==> src/rtl/gcd_requester.sv <==
// rtl/gcd_requester.sv - initiator side of the GCD engine go/done handshake
//
// Accepts operand pairs on a valid/ready input stream, drives the GCD engine
// through go/done, and returns each result on a valid/ready output stream.
// Pairs with a zero operand are answered locally because the subtractive
// engine never terminates when exactly one operand is zero.
//
// Ports:
//   clk, rst_n                    clock (rising edge), async active-low reset
//   in_valid/in_ready/in_a/in_b   operand pair input stream
//   gcd_go/gcd_x/gcd_y            request to the GCD engine (registered)
//   gcd_done/gcd_result           engine completion and result
//   out_valid/out_ready           result output stream handshake
//   out_gcd/out_err/out_cycles    result, both-zero flag, go-high cycle count
//   busy                          high whenever not idle
//   jobs_done                     wrapping count of results taken downstream

module gcd_requester #(
  parameter int WIDTH = 8,
  parameter int CYC_W = 12,
  parameter int CNT_W = 16
) (
  input  logic             clk,
  input  logic             rst_n,
  input  logic             in_valid,
  output logic             in_ready,
  input  logic [WIDTH-1:0] in_a,
  input  logic [WIDTH-1:0] in_b,
  output logic             gcd_go,
  output logic [WIDTH-1:0] gcd_x,
  output logic [WIDTH-1:0] gcd_y,
  input  logic             gcd_done,
  input  logic [WIDTH-1:0] gcd_result,
  output logic             out_valid,
  input  logic             out_ready,
  output logic [WIDTH-1:0] out_gcd,
  output logic             out_err,
  output logic [CYC_W-1:0] out_cycles,
  output logic             busy,
  output logic [CNT_W-1:0] jobs_done
);

  localparam logic [2:0] S_IDLE    = 3'd0;
  localparam logic [2:0] S_ISSUE   = 3'd1;
  localparam logic [2:0] S_RELEASE = 3'd2;
  localparam logic [2:0] S_RESP    = 3'd3;

  localparam logic [CYC_W-1:0] CYC_MAX = '1;

  logic [2:0]       state_q, state_d;
  logic             go_q, go_d;
  logic [WIDTH-1:0] x_q, x_d;
  logic [WIDTH-1:0] y_q, y_d;
  logic             ov_q, ov_d;
  logic [WIDTH-1:0] ogcd_q, ogcd_d;
  logic             oerr_q, oerr_d;
  logic [CYC_W-1:0] ocyc_q, ocyc_d;
  logic [CYC_W-1:0] cnt_q, cnt_d;
  logic [CNT_W-1:0] jobs_q, jobs_d;
  logic [CYC_W-1:0] cyc_inc;

  // Saturating increment; the counter value during an ISSUE cycle already
  // includes that cycle, so a done in the first ISSUE cycle reports 1.
  assign cyc_inc = (cnt_q == CYC_MAX) ? cnt_q : cnt_q + 1'b1;

  always_comb begin
    state_d = state_q;
    go_d    = go_q;
    x_d     = x_q;
    y_d     = y_q;
    ov_d    = ov_q;
    ogcd_d  = ogcd_q;
    oerr_d  = oerr_q;
    ocyc_d  = ocyc_q;
    cnt_d   = cnt_q;
    jobs_d  = jobs_q;

    case (state_q)
      S_IDLE: begin
        if (in_valid) begin
          x_d = in_a;
          y_d = in_b;
          if ((in_a == '0) || (in_b == '0)) begin
            // Bypass: the engine would spin forever on a single zero.
            ogcd_d  = in_a | in_b;
            oerr_d  = (in_a == '0) && (in_b == '0);
            ocyc_d  = '0;
            ov_d    = 1'b1;
            state_d = S_RESP;
          end else begin
            cnt_d   = '0;
            go_d    = 1'b1;
            state_d = S_ISSUE;
          end
        end
      end

      S_ISSUE: begin
        cnt_d = cyc_inc;
        if (gcd_done) begin
          ogcd_d  = gcd_result;
          ocyc_d  = cyc_inc;
          oerr_d  = 1'b0;
          go_d    = 1'b0;
          state_d = S_RELEASE;
        end
      end

      S_RELEASE: begin
        // Wait for done to fall so it cannot complete the next job early.
        go_d = 1'b0;
        if (!gcd_done) begin
          ov_d    = 1'b1;
          state_d = S_RESP;
        end
      end

      S_RESP: begin
        if (out_ready) begin
          ov_d    = 1'b0;
          jobs_d  = jobs_q + 1'b1;
          state_d = S_IDLE;
        end
      end

      default: begin
        state_d = S_IDLE;
        go_d    = 1'b0;
        ov_d    = 1'b0;
      end
    endcase
  end

  always_ff @(posedge clk or negedge rst_n) begin
    if (!rst_n) begin
      state_q <= S_IDLE;
      go_q    <= 1'b0;
      x_q     <= '0;
      y_q     <= '0;
      ov_q    <= 1'b0;
      ogcd_q  <= '0;
      oerr_q  <= 1'b0;
      ocyc_q  <= '0;
      cnt_q   <= '0;
      jobs_q  <= '0;
    end else begin
      state_q <= state_d;
      go_q    <= go_d;
      x_q     <= x_d;
      y_q     <= y_d;
      ov_q    <= ov_d;
      ogcd_q  <= ogcd_d;
      oerr_q  <= oerr_d;
      ocyc_q  <= ocyc_d;
      cnt_q   <= cnt_d;
      jobs_q  <= jobs_d;
    end
  end

  assign in_ready   = (state_q == S_IDLE);
  assign busy       = (state_q != S_IDLE);
  assign gcd_go     = go_q;
  assign gcd_x      = x_q;
  assign gcd_y      = y_q;
  assign out_valid  = ov_q;
  assign out_gcd    = ogcd_q;
  assign out_err    = oerr_q;
  assign out_cycles = ocyc_q;
  assign jobs_done  = jobs_q;

endmodule

==> config.mk <==
export PLATFORM = sky130hd
export DESIGN_NAME = gcd_requester
export DESIGN_NICKNAME = d
export VERILOG_FILES = /design/src/rtl/gcd_requester.sv
export SDC_FILE = /design/constraint.sdc
export NUM_CORES = 1
export LEC_CHECK = 0
export ABC_CLOCK_PERIOD_IN_PS = 3800
export CELL_PAD_IN_SITES_DETAIL_PLACEMENT = 0
export CELL_PAD_IN_SITES_GLOBAL_PLACEMENT = 1
export CORE_AREA = 8 8 125 127
export DETAILED_ROUTE_END_ITERATION = 10
export DIE_AREA = 0 0 133 135
export HOLD_SLACK_MARGIN = 0.06
export PLACE_DENSITY_LB_ADDON = 0.1
export SYNTH_ARGS = -nofsm -noshare
export SYNTH_HDL_FRONTEND = slang
export SYNTH_SLANG_ARGS = --single-unit
==> constraint.sdc <==
create_clock -name clk -period 3.8 [get_ports clk]
set_input_delay 0.76 -clock clk [delete_from_list [all_inputs] [get_ports clk]]
set_output_delay 0.76 -clock clk [all_outputs]
set_load 0.005 [all_outputs]
==> results of run 1 <==
[where the power goes]
group	internal [W]	total (W)	switching (W)
clock network	0.000504	0.000810	0.000306
registers	0.000951	0.00111	0.000161
logic	0.000648	0.00125	0.000599
[kinds of logic after synthesis]
kind of cell	after synthesis
compound gates	63
xor+xnor	17
fa+ha+maj	7
buf+inv	22
flops	69
mux	26
simple gates	112
[final cells by class]
cell class | instances | area [sq um] | area share
Clock buffer | 13 | 240 | 0.0520
Clock inverter | 2 | 35.0 | 0.00759
Inverter | 8 | 30.0 | 0.00650
Multi-Input combinational cell | 225 | 1490 | 0.323
Sequential cell | 69 | 1730 | 0.374
Tap cell | 180 | 225 | 0.0488
Timing Repair Buffer | 88 | 871 | 0.189
[sequential cells by signal (all words and copies together) (netlist names)]
| register | cells |
|---|---|
| cnt_q | 12 |
| gcd_go | 1 |
| gcd_x | 8 |
| gcd_y | 8 |
| jobs_done | 16 |
| out_cycles | 12 |
| out_err | 1 |
| out_gcd | 8 |
| out_valid | 1 |
| state_q | 2 |
[stage by stage]
| step | worst slack, ns | hold slack (ns) | area [sq um] | total power (W) | utilization |
|---|---|---|---|---|---|
| finish | 0.942 | 0.471 | 4620 | 0.00317 | 0.339 |
| global placement | 0.712 | 0.461 | 4340 | 0.00240 | 0.319 |
| detailed placement | 0.662 | 0.468 | 4340 | 0.00242 | 0.319 |
| CTS | 0.898 | 0.479 | 4620 | 0.00326 | 0.339 |
| global route | 0.811 | 0.493 | 4620 | 0.00341 | 0.339 |
| floorplan | 1.70 | 0.464 | 3320 | 0.00177 | - |
[how the worst min path moves through the flow]
stage / startpoint / end / slack [ns] / cells after the start
5_1_grt: jobs_done[15] / jobs_done[15] / 0.49 / 1
2_1_floorplan: rst_n / cnt_q[0] / 0.46 / 0
4_1_cts: jobs_done[15] / jobs_done[15] / 0.48 / 1
3_5_place_dp: out_cycles[9] / out_cycles[9] / 0.47 / 1
3_3_place_gp: jobs_done[15] / jobs_done[15] / 0.46 / 1
6_report: jobs_done[15] / jobs_done[15] / 0.47 / 1
[critical path, cell delays in order, from the launching register on]
cell and delay [ns]:
dfrtp_1 0.43, inv_1 0.11, ha_1 0.52, inv_1 0.18
clkdlybuf4s50_1 0.51
[synthesized netlist by cell type (all sizes together), types with 8 or more instances]
cell type,number,area share
or3,8,0.015
a31oi,10,0.019
mux2,25,0.088
nor2,17,0.019
inv,8,0.0091
xor2,8,0.021
o21ai,22,0.033
nand3,10,0.015
nand2,45,0.052
buf,9,0.015
xnor2,9,0.024
dfrtp,69,0.52
[layer usage]
metal / global-route usage / vias up / part of all wire
li1: - / 1301 / -
met1: 0.133 / 1282 / 0.45
met2: 0.183 / 56 / 0.48
met3: 0.0438 / 9 / 0.056
met4: 0.0379 / 0 / 0.012
met5: 0 / - / 0
==> flow_summary.toml, run 1 <==
[power]
p_per_area_nw_per_um2 = 686
p_leak_nw = 1.93
vdd_ir_drop_max_mv = 0.265

[clock_network]
root_buffer = "clkbuf_16"
cts_tree = "done"
postCtsResizedCells = 0
numClockSinks = 69
cts_hold_buffers = 0
htreeDepth = 3
clockBufferDepth = 2
cts_buffers = 9
postCtsSetupRepairBufs = 0
insertion_delay_ns = 0.34
path_clk_slew_ns = 0.05

[job]
cap_violations = 0

[routing]
detail_route.vias_per_cell = 4.53
first_pass_iters = 4
drt_iter0_markers = 145
vias = 2648
route.detailed.drc = 0
wirelength_um = 9770
final_antenna_net_count = 0
wl_per_cell_um = 16.7

[sta]
clock_skew_ns = 0.00346
period_minus_slack_ns = 2.86
fin_setup_tns_ns = 0
rsz0062_at_grt = "false"
maxSlewViolCount = 0
maxSlewHeadroom = 0.381
setup_violations = 0
hold_violations = 0
post-route-period-util = 0.752
tightestPinTransition_ns = 0.928
max_freq_ghz = 0.350

[floorplan]
rows = 43
pin_count = 86
fp.dieArea_sq_um = 18000
core_region_area_sq_um = 13600
die_y_um = 135
initial_core_util = 0.244
die_w_um = 133

[logic_synthesis]
syn_nets = 352
synth_warnings = 0
ys_ff_latch = 69
async_flop_share = 1.00
muxShareOfSynthArea = 0.0913
syn_inst = 316
synth-edff-count = 0
ys.flop_type = "dfrtp_1"
synth_simple_gate_area_frac = 0.166
synth_compound_area_frac = 0.120
ys_seq_area_frac = 0.521
synth_fa_ha_area_frac = 0.0264
synth-xor-area-share = 0.0449
netlist_area_sq_um = 3320
yosysUniqueCellTypes = 46
avgSynthCellArea_sq_um = 10.5
synth_top_family_by_area = "simple AND/OR/NAND/NOR gates"

[setup_path]
r2r_start = "state_q[0]"
worstPathMaxFanout = 15
worst_setup_path_end_kind = "output pin"
start_kind = "flop"
worstSetupStartpoint = "state_q[0]"
rr_endpoint = "out_cycles[11]"
arrival_ns = 2.10
reg2reg_depth = 6
r2r_slack_ns = 1.12
crit_type = "flop to output pin"
cp-endpoint = "busy"
critPathRequiredTime_ns = 3.04

[placement]
dp_hpwl_um = 6990
gp_congestion = 0.724
io_buffer_count = 85
dp.cells = 570

[finish]
final_cell_mix = "clkdlybuf4s50_1, dfrtp_1, nand2_1, mux2_2, nor2_1"
final_common_cell = "clkdlybuf4s50_1"
n_antenna_cell = 0
layout-drive-gt1-share = 0.106
area_delta_synth_final_pct = 39.3
layout.nets = 437
n_fill_cell = 1435
fin_cells = 585

[global_routing]
antenna_found_initial = 0
grt_pass1_vias = 2776
grt_pass1_wl_um = 15700
grt_max_degree = 70
gr-total-overflow = 0
grt_usage = 0.113

[worst_hold_path]
hold_path_class = "flop to flop"

[run_status]
status = "finished clean"
No activity file was read; power rests on OpenSTA's default activity.
==> run 2: changes to the inputs <==
--- a/config.mk
+++ b/config.mk
@@ -5,7 +5,7 @@
 export SDC_FILE = /design/constraint.sdc
 export NUM_CORES = 1
 export LEC_CHECK = 0
-export ABC_CLOCK_PERIOD_IN_PS = 3800
+export ABC_CLOCK_PERIOD_IN_PS = 2900
 export CELL_PAD_IN_SITES_DETAIL_PLACEMENT = 0
 export CELL_PAD_IN_SITES_GLOBAL_PLACEMENT = 1
 export CORE_AREA = 8 8 125 127
==> constraint.sdc (replaced) <==
create_clock -name clk -period 2.9 [get_ports clk]
set_input_delay 0.58 -clock clk [delete_from_list [all_inputs] [get_ports clk]]
set_output_delay 0.58 -clock clk [all_outputs]
set_load 0.005 [all_outputs]
==> flow_summary.toml, run 2 (synthesis results as in run 1) <==
[finish]
multi_input_area_sq_um = 1490
layout.nets = 445
largest_reg_flops = 16
n_antenna_cell = 0
fin_area_sq_um = 4730
n_fill_cell = 1385
area_delta_synth_final_pct = 42.6
seqCellArea_sq_um = 1730
final_common_cell = "clkdlybuf4s50_1"
layout-drive-gt1-share = 0.133
final_cell_mix = "clkdlybuf4s50_1, dfrtp_1, nand2_1, mux2_2, nor2_1"
post-route-util = 0.347

[routing]
first_pass_iters = 4
detail_route.vias_per_cell = 4.57
route.detailed.drc = 0
drt_iter0_markers = 73
wirelength_um = 9830
final_antenna_net_count = 0
vias = 2715
wl_per_cell_um = 16.5

[global_routing]
grt_pass1_vias = 2909
antenna_found_initial = 0
grt_max_degree = 70
gr-total-overflow = 0
grt_usage = 0.114
grt_pass1_wl_um = 15900

[clock_network]
clockBufferDepth = 2
numClockSinks = 69
cts_tree = "done"
insertion_delay_ns = 0.34
htreeDepth = 3
postCtsSetupRepairBufs = 0
cts_buffers = 9
path_clk_slew_ns = 0.05
cts_hold_buffers = 0
root_buffer = "clkbuf_16"
postCtsResizedCells = 0

[placement]
place_ws_ns = 0.202
io_buffer_count = 85
post_dp_cell_area_sq_um = 4400
dp_hpwl_um = 7110
gp_congestion = 0.748

[sta]
setup_violations = 0
period_minus_slack_ns = 2.37
tightestPinTransition_ns = 0.921
maxSlewViolCount = 0
hold_violations = 0
setup_slack_ns = 0.533
fin_setup_tns_ns = 0
post-route-period-util = 0.816
rsz0062_at_grt = "false"
clock_skew_ns = 0.00609
max_freq_ghz = 0.423
maxSlewHeadroom = 0.386

[setup_path]
worst_setup_path_end_kind = "output pin"
worstPathMaxFanout = 14
start_kind = "flop"
crit_type = "flop to output pin"
critPathRequiredTime_ns = 2.32
arrival_ns = 1.79

[floorplan]
die_y_um = 135
rows = 43
initial_core_util = 0.244
fp.dieArea_sq_um = 18000
pin_count = 86
core_region_area_sq_um = 13600
die_w_um = 133

[power]
vdd_ir_drop_max_mv = 0.376
p_per_area_nw_per_um2 = 921
p_leak_nw = 2.00
p_total_w = 0.00436

[worst_hold_path]
hold_path_class = "primary input to async pin"

[run_status]
status = "finished clean"

[job]
cap_violations = 0
-- run 2: path summary, 6_finish.rpt --
| path | from | endpoint | slack, ns | cells after the start |
|---|---|---|---|---|
| min | rst_n | jobs_done[2] | 0.39 | 1 |
| max in group asynchronous | rst_n | out_cycles[5] | 1.92 | 1 |
| min reg2reg | jobs_done[15] | jobs_done[15] | 0.47 | 1 |
| max reg2reg | state_q[1] | out_cycles[11] | 0.71 | 6 |
| min in group clk | jobs_done[15] | jobs_done[15] | 0.47 | 1 |
| max | state_q[0] | in_ready | 0.53 | 4 |
-- run 2: area by class of cell --
class                      instances  share of cell area
sequential                        69               0.365
multi-input combinational        225               0.315
timing repair buffer              96               0.197
clock buffer                      12              0.0542
tap                              180              0.0476
clock inverter                     4              0.0148
inverter                           8             0.00635
-- run 2: routing by layer --
metal / global-route usage / vias to the layer above / share of wire
met5: 0 / - / 0
met2: 0.187 / 55 / 0.48
met4: 0.0391 / 0 / 0.011
met1: 0.133 / 1332 / 0.45
met3: 0.0442 / 7 / 0.058
li1: - / 1321 / -
-- run 2: metrics by stage --
stage / hold slack, ns / cells
CTS: 0.436 / 594
floorplan: 0.284 / 316
detailed placement: 0.465 / 578
global route: 0.480 / 594
finish: 0.388 / 594
global placement: 0.462 / 578
-- run 2: critical path, stage by stage (launching register included) --
cell,delay (ns)
dfrtp_1,0.43
inv_1,0.10
ha_1,0.17
buf_4,0.22
clkdlybuf4s50_1,0.53
-- run 2: power breakdown --
part,leakage [nW],switching (W),total [W],internal [W]
clock network,0.163,0.000414,0.00121,0.000797
registers,0.896,0.000210,0.00146,0.00125
logic,0.940,0.000799,0.00169,0.000891
==> run 3: changes to the inputs <==
--- a/config.mk
+++ b/config.mk
@@ -5,7 +5,7 @@
 export SDC_FILE = /design/constraint.sdc
 export NUM_CORES = 1
 export LEC_CHECK = 0
-export ABC_CLOCK_PERIOD_IN_PS = 2900
+export ABC_CLOCK_PERIOD_IN_PS = 2130
 export CELL_PAD_IN_SITES_DETAIL_PLACEMENT = 0
 export CELL_PAD_IN_SITES_GLOBAL_PLACEMENT = 1
 export CORE_AREA = 8 8 125 127
==> constraint.sdc (replaced) <==
create_clock -name clk -period 2.13 [get_ports clk]
set_input_delay 0.426 -clock clk [delete_from_list [all_inputs] [get_ports clk]]
set_output_delay 0.426 -clock clk [all_outputs]
set_load 0.005 [all_outputs]
==> flow_summary.toml, run 3 (synthesis results as in run 1) <==
[run_status]
status = "finished clean"

[routing]
final_antenna_net_count = 0
route.detailed.drc = 0
wirelength_um = 10000
first_pass_iters = 4
vias = 2802
drt_iter0_markers = 117
detail_route.vias_per_cell = 4.48
wl_per_cell_um = 16.0

[finish]
area_delta_synth_final_pct = 52.5
fin_cells = 625
final_cell_mix = "clkdlybuf4s50_1, dfrtp_1, nand2_1, buf_4, mux2_2"
layout.nets = 476
n_antenna_cell = 0
layout-drive-gt1-share = 0.200
n_fill_cell = 1384
final_common_cell = "clkdlybuf4s50_1"
largest_reg_flops = 16
post-route-util = 0.371

[setup_path]
crit_type = "primary input to flop"
start_kind = "primary input"
worst-path-buf-inv = 2
path_delay_family = "buffers and inverters"
worstPathMaxFanout = 15
rr_endpoint = "out_cycles[11]"
r2r_start = "state_q[0]"
path_depth = 6
reg2reg_depth = 6
cp_slowest_cell = "clkdlybuf4s50_1"
cp_cell_sequence = "clkdlybuf4s50_1, nor4_4, nand2_2, a311o_2, buf_12, mux2_1"
arrival_ns = 2.30
critPathRequiredTime_ns = 2.35
worst_setup_path_end_kind = "flop"
r2r_slack_ns = 0.13
slowest_delay_ns = 0.47

[power]
p_total_w = 0.00633
vdd_ir_drop_max_mv = 0.567
p_leak_nw = 2.18
p_per_area_nw_per_um2 = 1250

[clock_network]
clockBufferDepth = 2
root_buffer = "clkbuf_16"
cts_buffers = 9
insertion_delay_ns = 0.34
numClockSinks = 69
path_clk_slew_ns = 0.06
htreeDepth = 3
cts_tree = "done"

[sta]
max_freq_ghz = 0.480
maxSlewViolCount = 0
period_minus_slack_ns = 2.08
clock_skew_ns = 0.00862
hold_violations = 0
tightestPinTransition_ns = 0.561
post-route-period-util = 0.978
hold_ws_ns = 0.466
setup_slack_ns = 0.0459
maxSlewHeadroom = 0.624
setup_violations = 0

[placement]
io_buffer_count = 85
dp_hpwl_um = 7730
dp.cells = 607
gp_congestion = 0.759
place_ws_ns = -0.356

[worst_hold_path]
holdPathEnd = "jobs_done[15]"
hold_path_class = "flop to flop"
worstHoldPathCells = 1
worstHoldStart = "jobs_done[15]"

[global_routing]
grt_usage = 0.118
grt_pass1_wl_um = 16500
grt_max_degree = 33
grt_pass1_vias = 3016
antenna_found_initial = 0
gr-total-overflow = 0

[floorplan]
initial_core_util = 0.244
rows = 43
die_y_um = 135
fp.dieArea_sq_um = 18000
pin_count = 86
die_w_um = 133
core_region_area_sq_um = 13600

[job]
cap_violations = 0
run 3: cell count changes in the layout (fill, tap and decap cells not counted), moves of 2 or more:
cell and change:
buf_12 +3, clkinv_2 -2, clkinv_4 +2, clkdlybuf4s50_1 -2
buf_4 +27
run 3: worst max path at each step:
stage	start	end	slack (ns)
5_1_grt	in_b[6]	out_cycles[4]	-0.009
6_report	in_b[6]	out_cycles[11]	0.05
3_5_place_dp	in_b[6]	out_cycles[11]	-0.36
2_1_floorplan	state_q[0]	out_cycles[11]	0.30
3_3_place_gp	in_b[6]	out_cycles[11]	-0.31
4_1_cts	in_b[6]	out_cycles[11]	0.006
run 3: final cells by class:
cell class | instances | area [sq um] | area share
Clock inverter | 5 | 108 | 0.0213
Clock buffer | 11 | 243 | 0.0480
Sequential cell | 69 | 1730 | 0.342
Inverter | 8 | 30.0 | 0.00594
Tap cell | 180 | 225 | 0.0445
Multi-Input combinational cell | 225 | 1520 | 0.300
Timing Repair Buffer | 127 | 1200 | 0.238
run 3: power by group:
group,switching [W],internal [W],leakage [nW]
logic,0.00116,0.00146,1.12
clock network,0.000563,0.00118,0.170
registers,0.000277,0.00170,0.895
run 3: stage by stage:
| step | area (sq um) | setup TNS [ns] |
|---|---|---|
| floorplan | 3320 | 0 |
| global placement | 4660 | -6.42 |
| detailed placement | 4660 | -7.79 |
| CTS | 5040 | 0 |
| global route | 5060 | -0.0108 |
| finish | 5060 | 0 |
run 3: layer usage:
metal / global-route usage / part of all wire
met5: 0 / 0
met4: 0.0568 / 0.018
met3: 0.0308 / 0.043
met2: 0.191 / 0.48
met1: 0.143 / 0.46
run 3: what timing repair did:
item / 4_1_cts / 5_1_grt
setup endpoints to repair: 2 / 13
gates cloned: 0 / 0
buffers inserted: 1 / 0
hold buffers: 1 / 0
resized for setup: 5 / 3
endpoints found under the hold margin: 24 / 0
